[src/rtl/a5_keystream_engine.sv]
// A5/1-style keystream engine: three majority-clocked LFSRs load key and frame,
// warm up, then XOR a CHUNKLEN-bit keystream burst onto a valid/ready bit stream.
module a5_keystream_engine #(
  parameter int unsigned          REG1LEN     = 19,
  parameter int unsigned          REG2LEN     = 22,
  parameter int unsigned          REG3LEN     = 23,
  parameter logic [REG1LEN-1:0]   MASK1       = 19'h72000,
  parameter logic [REG2LEN-1:0]   MASK2       = 22'h300000,
  parameter logic [REG3LEN-1:0]   MASK3       = 23'h700080,
  parameter int unsigned          SYNCBIT1    = 8,
  parameter int unsigned          SYNCBIT2    = 10,
  parameter int unsigned          SYNCBIT3    = 10,
  parameter int unsigned          KEYLEN      = 64,
  parameter int unsigned          FRAMENUMLEN = 22,
  parameter int unsigned          MIXLEN      = 100,
  parameter int unsigned          CHUNKLEN    = 114
) (
  input  logic                   clock,
  input  logic                   reset,
  input  logic [KEYLEN-1:0]      key,
  input  logic [FRAMENUMLEN-1:0] frame,
  input  logic                   start,
  input  logic                   continuous,
  input  logic                   abort,
  input  logic                   in_data,
  input  logic                   in_valid,
  output logic                   in_ready,
  output logic                   out_data,
  output logic                   out_valid,
  input  logic                   out_ready,
  output logic                   busy,
  output logic                   frame_done,
  output logic [FRAMENUMLEN-1:0] frame_cur
);

  localparam int unsigned MAX_KF = (KEYLEN > FRAMENUMLEN) ? KEYLEN : FRAMENUMLEN;
  localparam int unsigned MAX_MC = (MIXLEN > CHUNKLEN) ? MIXLEN : CHUNKLEN;
  localparam int unsigned MAXLEN = (MAX_KF > MAX_MC) ? MAX_KF : MAX_MC;
  localparam int unsigned CNTW   = $clog2(MAXLEN) + 1;
  localparam int unsigned KIDXW  = (KEYLEN > 1) ? $clog2(KEYLEN) : 1;
  localparam int unsigned FIDXW  = (FRAMENUMLEN > 1) ? $clog2(FRAMENUMLEN) : 1;

  typedef enum logic [2:0] {
    IDLE,
    LOAD_KEY,
    LOAD_FRAME,
    MIX,
    STREAM
  } state_t;

  state_t              state;
  logic [CNTW-1:0]     cnt;
  logic [KEYLEN-1:0]   key_q;
  logic [REG1LEN-1:0]  r1_q;
  logic [REG2LEN-1:0]  r2_q;
  logic [REG3LEN-1:0]  r3_q;

  logic                fb1;
  logic                fb2;
  logic                fb3;
  logic                maj;
  logic                load_bit;
  logic                ks_bit;
  logic                xfer;
  logic                phase_last;
  logic [REG1LEN-1:0]  r1_maj;
  logic [REG2LEN-1:0]  r2_maj;
  logic [REG3LEN-1:0]  r3_maj;

  // Abort blocks the input handshake in the same cycle it is raised.
  assign in_ready = (state == STREAM) && !abort && (!out_valid || out_ready);
  assign busy     = (state != IDLE);

  // Feedback, majority-clocked next values and the keystream bit they produce.
  always_comb begin
    fb1      = ^(r1_q & MASK1);
    fb2      = ^(r2_q & MASK2);
    fb3      = ^(r3_q & MASK3);
    maj      = (r1_q[SYNCBIT1] & r2_q[SYNCBIT2]) |
               (r1_q[SYNCBIT1] & r3_q[SYNCBIT3]) |
               (r2_q[SYNCBIT2] & r3_q[SYNCBIT3]);
    r1_maj   = (r1_q[SYNCBIT1] == maj) ? {r1_q[REG1LEN-2:0], fb1} : r1_q;
    r2_maj   = (r2_q[SYNCBIT2] == maj) ? {r2_q[REG2LEN-2:0], fb2} : r2_q;
    r3_maj   = (r3_q[SYNCBIT3] == maj) ? {r3_q[REG3LEN-2:0], fb3} : r3_q;
    ks_bit   = r1_maj[REG1LEN-1] ^ r2_maj[REG2LEN-1] ^ r3_maj[REG3LEN-1];
    load_bit = (state == LOAD_KEY) ? key_q[KIDXW'(cnt)] : frame_cur[FIDXW'(cnt)];
    xfer     = in_valid && in_ready;
    case (state)
      LOAD_KEY:   phase_last = (cnt == CNTW'(KEYLEN - 1));
      LOAD_FRAME: phase_last = (cnt == CNTW'(FRAMENUMLEN - 1));
      MIX:        phase_last = (cnt == CNTW'(MIXLEN - 1));
      STREAM:     phase_last = (cnt == CNTW'(CHUNKLEN - 1));
      default:    phase_last = 1'b0;
    endcase
  end

  always_ff @(posedge clock or negedge reset) begin
    if (!reset) begin
      state      <= IDLE;
      cnt        <= '0;
      key_q      <= '0;
      r1_q       <= '0;
      r2_q       <= '0;
      r3_q       <= '0;
      frame_cur  <= '0;
      out_data   <= 1'b0;
      out_valid  <= 1'b0;
      frame_done <= 1'b0;
    end else if (abort) begin
      state      <= IDLE;
      cnt        <= '0;
      out_valid  <= 1'b0;
      frame_done <= 1'b0;
    end else begin
      frame_done <= 1'b0;
      if (out_ready) out_valid <= 1'b0;
      case (state)
        IDLE: begin
          if (start) begin
            key_q     <= key;
            frame_cur <= frame;
            r1_q      <= '0;
            r2_q      <= '0;
            r3_q      <= '0;
            cnt       <= '0;
            state     <= LOAD_KEY;
          end
        end
        // Key and frame bits are folded into bit 0 after an unconditional step.
        LOAD_KEY, LOAD_FRAME: begin
          r1_q <= {r1_q[REG1LEN-2:0], fb1 ^ load_bit};
          r2_q <= {r2_q[REG2LEN-2:0], fb2 ^ load_bit};
          r3_q <= {r3_q[REG3LEN-2:0], fb3 ^ load_bit};
          if (phase_last) begin
            cnt   <= '0;
            state <= (state == LOAD_KEY) ? LOAD_FRAME : MIX;
          end else begin
            cnt <= cnt + CNTW'(1);
          end
        end
        MIX: begin
          r1_q <= r1_maj;
          r2_q <= r2_maj;
          r3_q <= r3_maj;
          if (phase_last) begin
            cnt   <= '0;
            state <= STREAM;
          end else begin
            cnt <= cnt + CNTW'(1);
          end
        end
        // Registers only advance on an accepted input bit, so stalls are lossless.
        STREAM: begin
          if (xfer) begin
            out_data  <= in_data ^ ks_bit;
            out_valid <= 1'b1;
            if (phase_last) begin
              frame_done <= 1'b1;
              cnt        <= '0;
              if (continuous) begin
                frame_cur <= frame_cur + FRAMENUMLEN'(1);
                r1_q      <= '0;
                r2_q      <= '0;
                r3_q      <= '0;
                state     <= LOAD_KEY;
              end else begin
                r1_q  <= r1_maj;
                r2_q  <= r2_maj;
                r3_q  <= r3_maj;
                state <= IDLE;
              end
            end else begin
              r1_q <= r1_maj;
              r2_q <= r2_maj;
              r3_q <= r3_maj;
              cnt  <= cnt + CNTW'(1);
            end
          end
        end
        default: state <= IDLE;
      endcase
    end
  end

endmodule

[config.mk]
export PLATFORM = sky130hd
export DESIGN_NAME = a5_keystream_engine
export DESIGN_NICKNAME = d
export VERILOG_FILES = /design/src/rtl/a5_keystream_engine.sv
export SDC_FILE = /design/constraint.sdc
export NUM_CORES = 1
export LEC_CHECK = 0
export CORE_ASPECT_RATIO = 0.75
export CORE_MARGIN = 1.5
export CORE_UTILIZATION = 55
export DETAILED_ROUTE_END_ITERATION = 16
export HOLD_SLACK_MARGIN = 0.02
export PLACE_DENSITY = 0.92
export SLEW_MARGIN = 20
export SYNTH_ARGS = -nofsm -noshare
export SYNTH_HDL_FRONTEND = slang
export SYNTH_SLANG_ARGS = --single-unit
[constraint.sdc]
create_clock -name clock -period 3.4 [get_ports clock]
set_clock_uncertainty 0.1 [all_clocks]
set_input_delay 0.85 -clock clock [delete_from_list [all_inputs] [get_ports clock]]
set_output_delay 0.85 -clock clock [all_outputs]
set_load 0.01 [all_outputs]
Word-level counts from Yosys, hierarchy flattened
Index checks and enable logic that the tools add are counted.

word-level totals
  flip-flop bits (word level) = 164

cells by class
  eq/ne operators = 20
  order comparisons = 2
  reduce and logical (&&, ||, !) cells = 22
  muxes and demuxes = 51
  $add $sub $neg = 2
  bitwise gates (word level) = 12

operator list
  kind                   count
  $mux 22                9
  $mux 23                5
  $mux 19                5
  $pmux 23 s4            1
  $pmux 22 s4            1
  $pmux 19 s4            1
  $pmux 22 s2            1
  $mux 8                 4
  $pmux 8 s3             1
  $reduce_xor 23->1      1
  $add 22x1->22 const B  1
  $reduce_xor 22->1      1
  $reduce_xor 19->1      1
  $mux 3                 6
  $eq 8x7->1 const B     2
  $ne 3x3->1 const B     5
  $mux 1                 13
  $pmux 3 s4             1
  $reduce_and 3->1       3
  $add 8x1->8 const B    1
  $eq 8x5->1 const B     1
  $eq 8x6->1 const B     1
  $ne 2x2->1 const B     4
  $reduce_bool 4->1      2
  other kinds (24)       38

Longest topological paths before layout
  depth in word-level cells = 9
  mapped depth = 10
  gate-level depth less buffers = 8

Worst setup path after synthesis
Ideal clock, no wire load.

  path type = input to register
  start point = in out_ready
  end point = reg r1_q[11]
  cell stages on the path = 8
  path slack = 0.844 ns
  buffers on the path = 2
  arrival time = 2.391 ns
  cells stage by stage = nor2b_1 -> nor3_1 -> o31ai_2 -> or2_2 -> buf_2 -> nor2_1 -> buf_4 -> a22o_1

between the ends
  cells in the longest elaborated chain, start to end = 5

RTL lines
  item                               line  text
  start, declared                    30    input logic out_ready,
  $logic_or 1x1->1                   71    assign in_ready = (state == STREAM) && !abort && (!out_valid || out_ready);
  $logic_and 1x1->1                  71
  $logic_and 1x1->1                  87    xfer = in_valid && in_ready;
  $ne 2x2->1 (no source line)        --
  $reduce_and 4->1 (no source line)  --
  end signal, assigned               131   r1_q <= {r1_q[REG1LEN-2:0], fb1 ^ load_bit};
  end signal, assigned               142   r1_q <= r1_maj;
  end signal, assigned               167   r1_q <= r1_maj;
  end, declared                      54    logic [REG1LEN-1:0] r1_q;

Every way passes these cells.
A chain may end at the register's enable or synchronous reset.

Final worst setup path
  start point = in abort
  end point = out in_ready

between the ends
  cells in the longest elaborated chain, start to end = 3

RTL lines
  item                            line  text
  start, declared                 24    input logic abort,
  $logic_not 1->1                 71
  $logic_and 1x1->1 (2 in a row)  71
  end, declared                   27    output logic in_ready,

Every way passes these cells.

==> flow_metrics.py <==
metrics = {
    "placement": {
        "port_buffers": 120,
        "place_inst": 1009,
        "place_area_sq_um": 9690,
        "place_hpwl_microns": 13800,
        "gp_congestion": 0.902,
    },
    "final_layout": {
        "num_antenna_cells": 0,
        "regArea_sq_um": 4100,
        "multiInputGateArea_sq_um": 3840,
        "drive_gt1_share_pct": 20.9,
        "design_area_sq_um": 10300,
        "layoutNonFillerInstCount": 1041,
        "fill_cells": 1006,
        "layout.nets": 924,
        "area_growth_pct": 25.1,
    },
    "synthesis": {
        "synth-main-ff-cell": "dfrtp_1",
        "ys_ff_latch": 164,
        "synth_cell_types": 63,
        "synth_common_cells": "dfrtp_1 (164), mux2_2 (67), a22o_1 (55)",
        "synth_nets": 803,
        "async_flop_share_pct": 100,
        "ys_warn_count": 0,
        "yosysTopAreaCell": "dfrtp_1",
        "syn_inst": 707,
        "synthesis.area_sq_um": 8220,
        "synth_edf_count": 0,
        "yosysSeqAreaShare_pct": 49.9,
        "yosys.area.top_type_share_pct": 49.9,
        "yosysMostFrequentCell": "dfrtp_1",
        "avgSynthCellArea_sq_um": 11.6,
        "synth_area_leaders": "dfrtp_1 (50%), mux2_2 (9.2%), a22o_1 (5.9%)",
    },
    "global_route": {
        "grt_pass1_wl_microns": 33200,
        "grt_max_degree": 76,
        "grt-ovfl-total": 0,
        "grt_pass1_vias": 6479,
        "antenna_found_initial": 0,
        "grt.total_usage_pct": 27.6,
    },
    "clock_tree": {
        "htreeDepth": 4,
        "ctsHoldBuffers": 0,
        "clock-sinks": 164,
        "postCtsSetupBuffers": 0,
        "cts_resized": 0,
        "cts_root_buffer": "clkbuf_16",
        "cts_tree": "done",
        "clk_path_buf_depth": 2,
        "cts_made_buffers": 17,
        "clk_pin_slew_ns": 0.07,
        "clk_latency_ns": 0.43,
    },
    "floorplan": {
        "coreArea_sq_um": 14500,
        "die_x_microns": 144,
        "ios": 121,
        "dieHeight_microns": 109,
        "fp.dieArea_sq_um": 15700,
        "row_count": 38,
        "initial_core_util_pct": 56.5,
    },
    "timing": {
        "rsz0062_at_grt": "false",
        "tns_ns": 0,
        "finalSetupViolCount": 0,
        "timing.final.crit_period_ns": 3.18,
        "worst_pin_slew_ns": 0.716,
        "slew_violations": 0,
        "timing.fmax_ghz": 0.315,
        "slew_headroom_pct": 52.3,
        "period_share_pct": 93.5,
        "hold_viol_final": 0,
    },
    "worst_setup_path": {
        "cp.arrival_ns": 2.23,
        "cp_slowest_stage_delay_ns": 0.58,
        "end_kind": "output pin",
        "critical_path_required_ns": 2.45,
        "crit_chain": "clkdlybuf4s50_1 > nor3_1 > clkdlybuf4s50_1",
        "start_kind": "primary input",
        "critPathKind": "in -> out",
        "crit_slowest_cell": "clkdlybuf4s50_1",
        "cp_common_cell": "clkdlybuf4s50_1",
        "cp_max_fo": 6,
    },
    "detailed_routing": {
        "drt-initial-drc-count": 539,
        "routedWlPerCell_microns": 19.4,
        "vias": 6362,
        "drt-total-wl_microns": 20200,
        "ant_nets": 0,
        "via_per_inst": 6.11,
        "firstDrtPassIters": 5,
        "drcViolationCount": 0,
    },
    "power": {
        "power_density_nw_per_um2": 771,
        "power_leakage_nw": 4.24,
        "ir_drop_uv": 544,
    },
    "outcome": {
        "status": "completed",
    },
    "min_path": {
        "hp-class": "in -> async",
    },
    "job": {
        "drv_cap": 0,
    },
}
==> flip-flops by register name, indices dropped and copies added (netlist names) <==
signal	cells
key_q	64
r3_q	23
frame_cur	22
r2_q	22
r1_q	19
cnt	8
state	3
frame_done	1
out_data	1
out_valid	1
==> routing by layer <==
layer  GRT usage [%]  vias up  part of all wire, %  routed length [microns]
met5               0        -                    0                        0
met4            8.51        0                  1.8                      358
met3            6.81       40                  7.0                     1410
met2            43.6      271                   48                     9700
met1            37.9     3162                   43                     8760
li1                -     2889                    -                        -
==> power by group <==
| group | internal, mW | switching [mW] |
|---|---|---|
| Sequential | 2.51 | 0.545 |
| Clock | 1.01 | 0.890 |
| Combinational | 1.58 | 1.39 |
| Total | 5.10 | 2.82 |
==> kinds of logic (layout without fill, tap and decap cells) <==
family	count (synthesis)	count (layout)	share of synthesized area [%]
adder cells (fa/ha/maj)	3	3	0.426
XOR/XNOR	18	18	1.92
flip-flops	164	164	49.9
buffers and inverters	60	194	3.44
AO/OA/AOI/OAI	207	207	19.2
AND/OR/NAND/NOR	156	156	9.58
multiplexers	99	99	15.5
==> critical path, delay by kind of cell <==
family	cells	cell delay, ns
buf+inv	2	1.10
simple gates	1	0.28
==> cells in the final DEF (no fill, tap or decap), types with 4 or more instances in the layout <==
cell type,Yosys,routed
or3_1,4,4
nor2b_1,8,8
nor3b_1,4,4
a22o_1,55,55
a2bb2oi_1,4,4
or2_2,4,4
buf_4,4,24
a21boi_0,4,4
a21oi_1,34,34
nand2_1,50,50
mux2_2,67,67
xor2_1,5,5
inv_8,0,7
a21oi_2,5,5
mux2i_1,16,16
clkbuf_16,0,17
nand4_1,9,9
clkdlybuf4s50_1,0,119
nand2b_1,6,6
dfrtp_1,164,164
o22ai_1,15,15
inv_1,14,14
mux4_2,16,16
inv_6,0,4
xnor2_1,13,13
o21ai_0,40,40
a22oi_1,7,7
a2bb2oi_2,8,8
nand3_1,14,14
nor3_1,9,9
nor2_1,27,27
nor2_2,5,5
==> worst paths after layout <==
check / from / to / slack, ns / depth (start not counted)
worst max-delay path: abort / in_ready / 0.22 / 3
worst min-delay path: reset / key_q[18] / 0.30 / 1
worst max register to register: cnt[2] / frame_cur[17] / 0.33 / 8
worst min register to register: r1_q[2] / r1_q[2] / 0.40 / 1
max in group asynchronous: reset / frame_cur[14] / 2.08 / 2
min in group clock: r1_q[2] / r1_q[2] / 0.40 / 1
==> area by class of cell <==
class	instances	area share [%]
Tap cell	200	2.43
Sequential cell	164	39.9
Timing Repair Buffer	147	14.0
Clock inverter	14	1.42
Inverter	15	0.548
Clock buffer	18	4.27
Multi-Input combinational cell	483	37.4
==> through the flow <==
stage	setup slack (ns)	hold WS [ns]	utilization [%]	total power [mW]
2_1_floorplan	0.844	0.359	-	4.92
3_3_place_gp	0.252	0.370	66.6	5.83
3_5_place_dp	0.210	0.385	66.6	5.98
6_report	0.221	0.301	70.6	7.92
5_1_grt	0.143	0.346	70.6	8.34
4_1_cts	0.233	0.323	70.6	7.92
Power figures use the tool's default switching activity.
